--- config.mk ---
export PLATFORM = sky130hd
export DESIGN_NAME = mac8_acc_sc_flat
export DESIGN_NICKNAME = d
export VERILOG_FILES = /design/src/rtl/mac_pkg.sv /design/src/rtl/mac8_acc_sc_if.sv /design/src/rtl/mac_acc_add.sv /design/src/rtl/mac8_acc_sc.sv /design/src/flat_wrapper.sv
export SDC_FILE = /design/constraint.sdc
export NUM_CORES = 1
export LEC_CHECK = 0
export CORE_ASPECT_RATIO = 1.1
export CORE_MARGIN = 2
export CORE_UTILIZATION = 53
export CTS_CLUSTER_DIAMETER = 200
export DETAILED_ROUTE_END_ITERATION = 8
export GPL_TIMING_DRIVEN = 0
export PLACE_DENSITY = 0.81
export REMOVE_ABC_BUFFERS = 1
export SYNTH_ARGS = -nofsm -noshare
export SYNTH_HDL_FRONTEND = slang
export SYNTH_HIERARCHICAL = 1
export SYNTH_SLANG_ARGS = --single-unit
--- constraint.sdc ---
create_clock -name clk -period 2.9 [get_ports clk]
set_input_delay 0.29 -clock clk [delete_from_list [all_inputs] [get_ports clk]]
set_output_delay 0.29 -clock clk [all_outputs]
set_load 0.02 [all_outputs]
--- src/rtl/mac_pkg.sv ---
// Shared definitions for the 8-bit product accumulator: default widths and
// the FSM state encodings.
package mac_pkg;

  localparam int ACC_W_DEF = 16;
  localparam int LEN_W_DEF = 8;

  localparam logic [1:0] IDLE  = 2'd0;
  localparam logic [1:0] ACCUM = 2'd1;
  localparam logic [1:0] DONE  = 2'd2;

endpackage

--- src/rtl/mac8_acc_sc_if.sv ---
// Job-control and product-stream bundle between the multiplier stage /
// controller (master) and the accumulator (slave).
interface mac8_acc_sc_if
  import mac_pkg::*;
#(
  parameter int ACC_W = ACC_W_DEF,
  parameter int LEN_W = LEN_W_DEF
);

  logic             start;
  logic [LEN_W-1:0] len;
  logic             clr;
  logic             prod_valid;
  logic [7:0]       prod;
  logic             prod_ready;
  logic [ACC_W-1:0] acc_out;
  logic             busy;
  logic             done;
  logic             ovf;

  modport master (
    output start, len, clr, prod_valid, prod,
    input  prod_ready, acc_out, busy, done, ovf
  );

  modport slave (
    input  start, len, clr, prod_valid, prod,
    output prod_ready, acc_out, busy, done, ovf
  );

endinterface

--- src/rtl/mac_acc_add.sv ---
// ACC_W-bit accumulate adder with carry-out. Build option MAC_ACC_SAT_EN
// clamps the sum to all-ones on carry; otherwise the sum wraps.
module mac_acc_add
  import mac_pkg::*;
#(
  parameter int ACC_W = ACC_W_DEF
) (
  input  logic [ACC_W-1:0] acc,
  input  logic [7:0]       prod,
  output logic [ACC_W-1:0] sum,
  output logic             carry
);

  logic [ACC_W:0] full;

  assign full  = {1'b0, acc} + {{(ACC_W-7){1'b0}}, prod};
  assign carry = full[ACC_W];

`ifdef MAC_ACC_SAT_EN
  // Once clamped, any further non-zero product carries again, so the
  // accumulator stays at all-ones for the rest of the job.
  assign sum = carry ? '1 : full[ACC_W-1:0];
`else
  assign sum = full[ACC_W-1:0];
`endif

endmodule

--- src/rtl/mac8_acc_sc.sv ---
// Job-based accumulator for 8-bit products from a 4x4 multiplier stage.
// Build option MAC_ACC_SAT_EN selects saturating instead of wrapping sums.
module mac8_acc_sc
  import mac_pkg::*;
#(
  parameter int ACC_W = ACC_W_DEF,
  parameter int LEN_W = LEN_W_DEF
) (
  input logic          clk,
  input logic          rst_n,
  mac8_acc_sc_if.slave bus
);

  logic [1:0]       state;
  logic [ACC_W-1:0] acc;
  logic [LEN_W-1:0] cnt;
  logic [LEN_W-1:0] cnt_nxt;
  logic [LEN_W-1:0] len_q;
  logic             ovf;
  logic [ACC_W-1:0] sum;
  logic             carry;
  logic             accept;

  mac_acc_add #(.ACC_W(ACC_W)) u_add (
    .acc   (acc),
    .prod  (bus.prod),
    .sum   (sum),
    .carry (carry)
  );

  assign accept  = bus.prod_valid && (state == ACCUM);
  assign cnt_nxt = cnt + LEN_W'(1);

  // clr is checked ahead of the state decode so it wins over both start
  // and a beat arriving in the same cycle.
  always_ff @(posedge clk or negedge rst_n) begin
    if (!rst_n) begin
      state <= IDLE;
      acc   <= '0;
      cnt   <= '0;
      len_q <= '0;
      ovf   <= 1'b0;
    end else if (bus.clr) begin
      state <= IDLE;
      acc   <= '0;
      cnt   <= '0;
      ovf   <= 1'b0;
    end else begin
      case (state)
        IDLE: begin
          if (bus.start) begin
            acc <= '0;
            cnt <= '0;
            ovf <= 1'b0;
            if (bus.len != '0) begin
              len_q <= bus.len;
              state <= ACCUM;
            end else begin
              state <= DONE;
            end
          end
        end
        ACCUM: begin
          if (accept) begin
            acc <= sum;
            cnt <= cnt_nxt;
            if (carry) ovf <= 1'b1;
            if (cnt_nxt == len_q) state <= DONE;
          end
        end
        DONE:    state <= IDLE;
        default: state <= IDLE;
      endcase
    end
  end

  assign bus.prod_ready = (state == ACCUM);
  assign bus.busy       = (state == ACCUM);
  assign bus.done       = (state == DONE);
  assign bus.acc_out    = acc;
  assign bus.ovf        = ovf;

endmodule

--- src/flat_wrapper.sv ---
// flat-port wrapper written by rule: the top's interface ports become plain ports
module mac8_acc_sc_flat import mac_pkg::*;
#(
  parameter int ACC_W = ACC_W_DEF,
  parameter int LEN_W = LEN_W_DEF
)
  (clk, rst_n, bus_start, bus_len, bus_clr, bus_prod_valid, bus_prod, bus_prod_ready, bus_acc_out, bus_busy, bus_done, bus_ovf);
  mac8_acc_sc_if #(.ACC_W(ACC_W), .LEN_W(LEN_W)) bus_i ();
  input logic clk;
  input logic rst_n;
  input wire logic [$bits(bus_i.start)-1:0] bus_start;
  input wire logic [$bits(bus_i.len)-1:0] bus_len;
  input wire logic [$bits(bus_i.clr)-1:0] bus_clr;
  input wire logic [$bits(bus_i.prod_valid)-1:0] bus_prod_valid;
  input wire logic [$bits(bus_i.prod)-1:0] bus_prod;
  output wire logic [$bits(bus_i.prod_ready)-1:0] bus_prod_ready;
  output wire logic [$bits(bus_i.acc_out)-1:0] bus_acc_out;
  output wire logic [$bits(bus_i.busy)-1:0] bus_busy;
  output wire logic [$bits(bus_i.done)-1:0] bus_done;
  output wire logic [$bits(bus_i.ovf)-1:0] bus_ovf;
  assign bus_i.start = bus_start;
  assign bus_i.len = bus_len;
  assign bus_i.clr = bus_clr;
  assign bus_i.prod_valid = bus_prod_valid;
  assign bus_i.prod = bus_prod;
  assign bus_prod_ready = bus_i.prod_ready;
  assign bus_acc_out = bus_i.acc_out;
  assign bus_busy = bus_i.busy;
  assign bus_done = bus_i.done;
  assign bus_ovf = bus_i.ovf;
  mac8_acc_sc #(.ACC_W(ACC_W), .LEN_W(LEN_W)) u_core (.clk(clk), .rst_n(rst_n), .bus(bus_i));
endmodule
==> PnR_summary.wiki <==
{| class="wikitable"
! Metric !! Value
|-
| Post-synth top cells || sky130_fd_sc_hd__dfrtp_1, sky130_fd_sc_hd__nor2_1, sky130_fd_sc_hd__a22o_1
|-
| Num rows || 24
|-
| Final count of negative-setup-slack endpoints || 0
|-
| Count of placed standard cells in the final layout, fillers left out || 327
|-
| Slowest cell on the critical path || sky130_fd_sc_hd__a221oi_1
|-
| Routed wire per std cell || 16.4 µm
|-
| DR pass1 iterations || 4
|-
| Vertical die dimension || 72.5 µm
|-
| Worst min path class || in2async
|-
| Inserted Clock Buffers || 5
|-
| Total wire length after detailed routing || 5350 µm
|-
| Maximum level of the CTS H-tree || 2
|-
| Number of vias per cell after detailed routing || 6.12
|-
| Leakage power of the design || 1.18 nW
|-
| Synthesis Warnings || 6
|-
| Kind of capture point of the worst setup path || flip-flop
|-
| Final clock period utilization by the worst path || 85.2%
|-
| Fraction of final layout cells sized beyond drive strength 1 || 10.5%
|-
| Num Clock Sinks || 35
|-
| Number of design rule violations left after detail routing || 0
|-
| Post-Route Skew || 0.00581 ns
|-
| Largest fanout on the critical path || 3
|-
| R2r startpoint || u_core/bus.acc_out[0]$_DFFE_PN0P_
|-
| Top cells by area in the synthesized netlist || sky130_fd_sc_hd__dfrtp_1, sky130_fd_sc_hd__a22o_1, sky130_fd_sc_hd__xnor2_1
|-
| Number of top-level pins || 41
|-
| Synth top area share || 38.7%
|-
| Register area || 876 µm²
|-
| Least setup slack across all paths after layout || 0.428 ns
|-
| Vias in the first global route || 1982
|-
| Pin count of the biggest net entering global routing || 36
|-
| Total setup buffers inserted after CTS || 0
|-
| DR vias || 2002
|-
| Number of hold buffers added after cts || 0
|-
| Count of unique library cells instantiated by Yosys || 50
|-
| Maximum capacitance violations || 0
|-
| Maximum number of buffers from clock root to sink || 2
|-
| Met2 wire len || 2670 µm
|-
| CP required || 3.08 ns
|-
| Final RePlAce weighted congestion || 0.881
|-
| Met3 wirelength from detailed routing || 313 µm
|-
| DIE WIDTH || 66.3 µm
|-
| Detailed Place HPWL || 3620 µm
|-
| Total core area || 4020 µm²
|-
| Max stage delay on crit path || 0.42 ns
|-
| CP most frequent cell || sky130_fd_sc_hd__a21oi_1
|-
| Area Overhead vs Synth || 26.1%
|-
| Setup slack after placement || 0.213 ns
|-
| RSZ-0062 raised after global routing || false
|-
| Hold Vio Cnt, Final || 0
|-
| Initial core utilization || 56.2%
|-
| Wire length of the first global-routing pass || 8850 µm
|-
| Final critical-path required period || 2.47 ns
|-
| Most frequently used flop master after synthesis || sky130_fd_sc_hd__dfrtp_1
|-
| Full die area || 4810 µm²
|-
| Worst endpoint data arrival time || 2.65 ns
|-
| GRT Overall Usage || 23.9%
|-
| Area of the multi-input gates || 1330 µm²
|-
| Maximum resistive drop on vdd || 0.000280 V
|-
| Top layer reached by signal wires || met4
|-
| Slack of the worst reg-to-reg path || 0.43 ns
|-
| Diodes inserted || 0
|-
| Post-route antenna net violation count || 0
|-
| Classification of the worst setup path || reg2reg
|-
| First-iteration detailed-routing DRC count || 139
|-
| Clock Pin Slew Worst Setup and Hold Paths || 0.08 ns
|-
| Cell at the root of the clock tree || sky130_fd_sc_hd__clkbuf_8
|-
| Most used standard cell by instance count after synthesis || sky130_fd_sc_hd__dfrtp_1
|-
| Remaining global-route overflow || 0
|-
| Total number of nets in the final design || 305
|-
| Number of inserted filler cells in the final layout || 346
|-
| Share of async-settable or async-resettable flops after synthesis || 100%
|-
| TritonCTS clock tree || done
|-
| Number of antenna violations at the first check in global routing || 0
|-
| Clock latency on the worst-skew pair || 0.29 ns
|-
| Number of flops mapped to enable cells by yosys || 0
|-
| Number of gates resized after cts || 0
|-
| Logic depth of the worst register-to-register path || 8
|-
| Number of standard cells after synthesis || 234
|-
| Outcome || finished, final reports clean
|-
| Placed Instances || 319
|-
| Power density over the cells || 469 nW/µm²
|-
| Register bit count reported by yosys || 35
|-
| Worst relative slew slack || 44.5%
|-
| Startpoint type of the worst setup path || flip-flop
|-
| Worst flop-to-flop path endpoint || u_core/bus.ovf$_DFFE_PN0P_
|-
| Worst-path cell chain || ha_1 > fa_1 > a21o_1 > a221oi_1 > o21ai_1 > and3_2 > a21oi_1 > a21oi_1
|-
| Worst-case hold slack || 0.0762 ns
|-
| M1 wire length || 2260 µm
|-
| Leading area contributor after synthesis || sky130_fd_sc_hd__dfrtp_1
|-
| Top achievable clock speed || 0.405 GHz
|-
| Syn Area/Cell || 9.67 µm²
|-
| Pin slew with the least headroom to its limit || 0.828 ns
|-
| Slew Viols, Final || 0
|-
| Share of synthesized area occupied by flip-flops and latches || 38.7%
|-
| Port bufs || 40
|-
| Synth Cell Area || 2260 µm²
|}
==> cells in the final DEF, fill, tap and decap left out, types with 3 or more instances in the layout <==
| master | n |
|---|---|
| sky130_fd_sc_hd__a21oi_1 | 9 |
| sky130_fd_sc_hd__a22o_1 | 17 |
| sky130_fd_sc_hd__and3_1 | 4 |
| sky130_fd_sc_hd__and3_2 | 3 |
| sky130_fd_sc_hd__clkbuf_8 | 5 |
| sky130_fd_sc_hd__clkdlybuf4s50_1 | 39 |
| sky130_fd_sc_hd__dfrtp_1 | 35 |
| sky130_fd_sc_hd__ha_1 | 9 |
| sky130_fd_sc_hd__inv_1 | 6 |
| sky130_fd_sc_hd__mux2_2 | 7 |
| sky130_fd_sc_hd__nand2_1 | 12 |
| sky130_fd_sc_hd__nand2b_1 | 5 |
| sky130_fd_sc_hd__nand3_1 | 10 |
| sky130_fd_sc_hd__nand4_1 | 5 |
| sky130_fd_sc_hd__nor2_1 | 18 |
| sky130_fd_sc_hd__nor3_1 | 6 |
| sky130_fd_sc_hd__nor4_1 | 4 |
| sky130_fd_sc_hd__o211ai_1 | 4 |
| sky130_fd_sc_hd__o21ai_0 | 15 |
| sky130_fd_sc_hd__xnor2_1 | 13 |
| sky130_fd_sc_hd__xor2_1 | 8 |
==> layout make-up <==
| class | instances | area share (%) |
|---|---|---|
| inverters | 6 | 0.789 |
| clock buffers | 5 | 2.41 |
| clock inverters | 3 | 2.37 |
| repair buffers | 42 | 14.8 |
| flip-flops and latches | 35 | 30.7 |
| well taps | 52 | 2.28 |
| multi-input cells | 184 | 46.7 |
==> where the power goes <==
group / switching [mW] / internal (mW) / leakage [nW]
logic: 0.129 / 0.121 / 0.644
registers: 0.0314 / 0.521 / 0.469
clock network: 0.192 / 0.343 / 0.0644
total: 0.352 / 0.985 / 1.18
==> cells by family (layout without fill, tap and decap cells) <==
kind of cell | count (synthesis) | after routing | synth area share, %
multiplexers | 8 | 8 | 3.93
XOR/XNOR | 21 | 21 | 8.13
flip-flops | 35 | 35 | 38.7
adder cells (fa/ha/maj) | 10 | 10 | 5.86
AND/OR/NAND/NOR | 81 | 81 | 19.6
buffers and inverters | 15 | 56 | 2.77
AO/OA/AOI/OAI | 64 | 64 | 21.0
==> worst max-delay path by stage <==
stage / startpoint / endpoint / slack [ns] / depth (start not counted)
finish: u_core/bus.acc_out[0]$_DFFE_PN0P_ / u_core/bus.ovf$_DFFE_PN0P_ / 0.43 / 8
global route: u_core/bus.acc_out[7]$_DFFE_PN0P_ / u_core/bus.acc_out[11]$_DFFE_PN0P_ / 0.21 / 6
CTS: u_core/bus.acc_out[0]$_DFFE_PN0P_ / u_core/bus.ovf$_DFFE_PN0P_ / 0.45 / 8
detailed placement: bus_prod[0] / u_core/bus.ovf$_DFFE_PN0P_ / 0.21 / 9
global placement: bus_prod_valid / u_core/cnt[6]$_DFFE_PN0P_ / -0.50 / 6
floorplan: u_core/bus.acc_out[0]$_DFFE_PN0P_ / u_core/bus.ovf$_DFFE_PN0P_ / 0.62 / 8
==> state kept, by name, summed over array words and instances (netlist names) <==
signal / cells
u_core/bus.acc_out: 16
u_core/bus.ovf: 1
u_core/cnt: 8
u_core/len_q: 8
u_core/state: 2
==> per-stage QoR <==
| stage | total power, mW | cell area [µm²] | TNS (ns) | utilization, % |
|---|---|---|---|---|
| finish | 1.34 | 2850 | 0 | 70.9 |
| global route | 1.40 | 2850 | 0 | 70.9 |
| CTS | 1.35 | 2850 | 0 | 70.9 |
| detailed placement | 0.808 | 2720 | 0 | 67.5 |
| global placement | 0.796 | 2690 | -6.49 | 66.8 |
| floorplan | 0.707 | 2220 | 0 | - |
==> metal layers <==
layer,global-route usage (%),up-vias
li1,-,958
met1,30.2,969
met2,40.4,65
met3,4.03,10
met4,9.75,0
met5,0,-
==> critical path: cells and delay by family (launching register included) <==
kind,cells,cell delay [ns]
compound gates,5,1.02
fa+ha+maj,2,0.64
flops,1,0.41
simple gates,1,0.28
No activity file was read; power rests on OpenSTA's default activity.
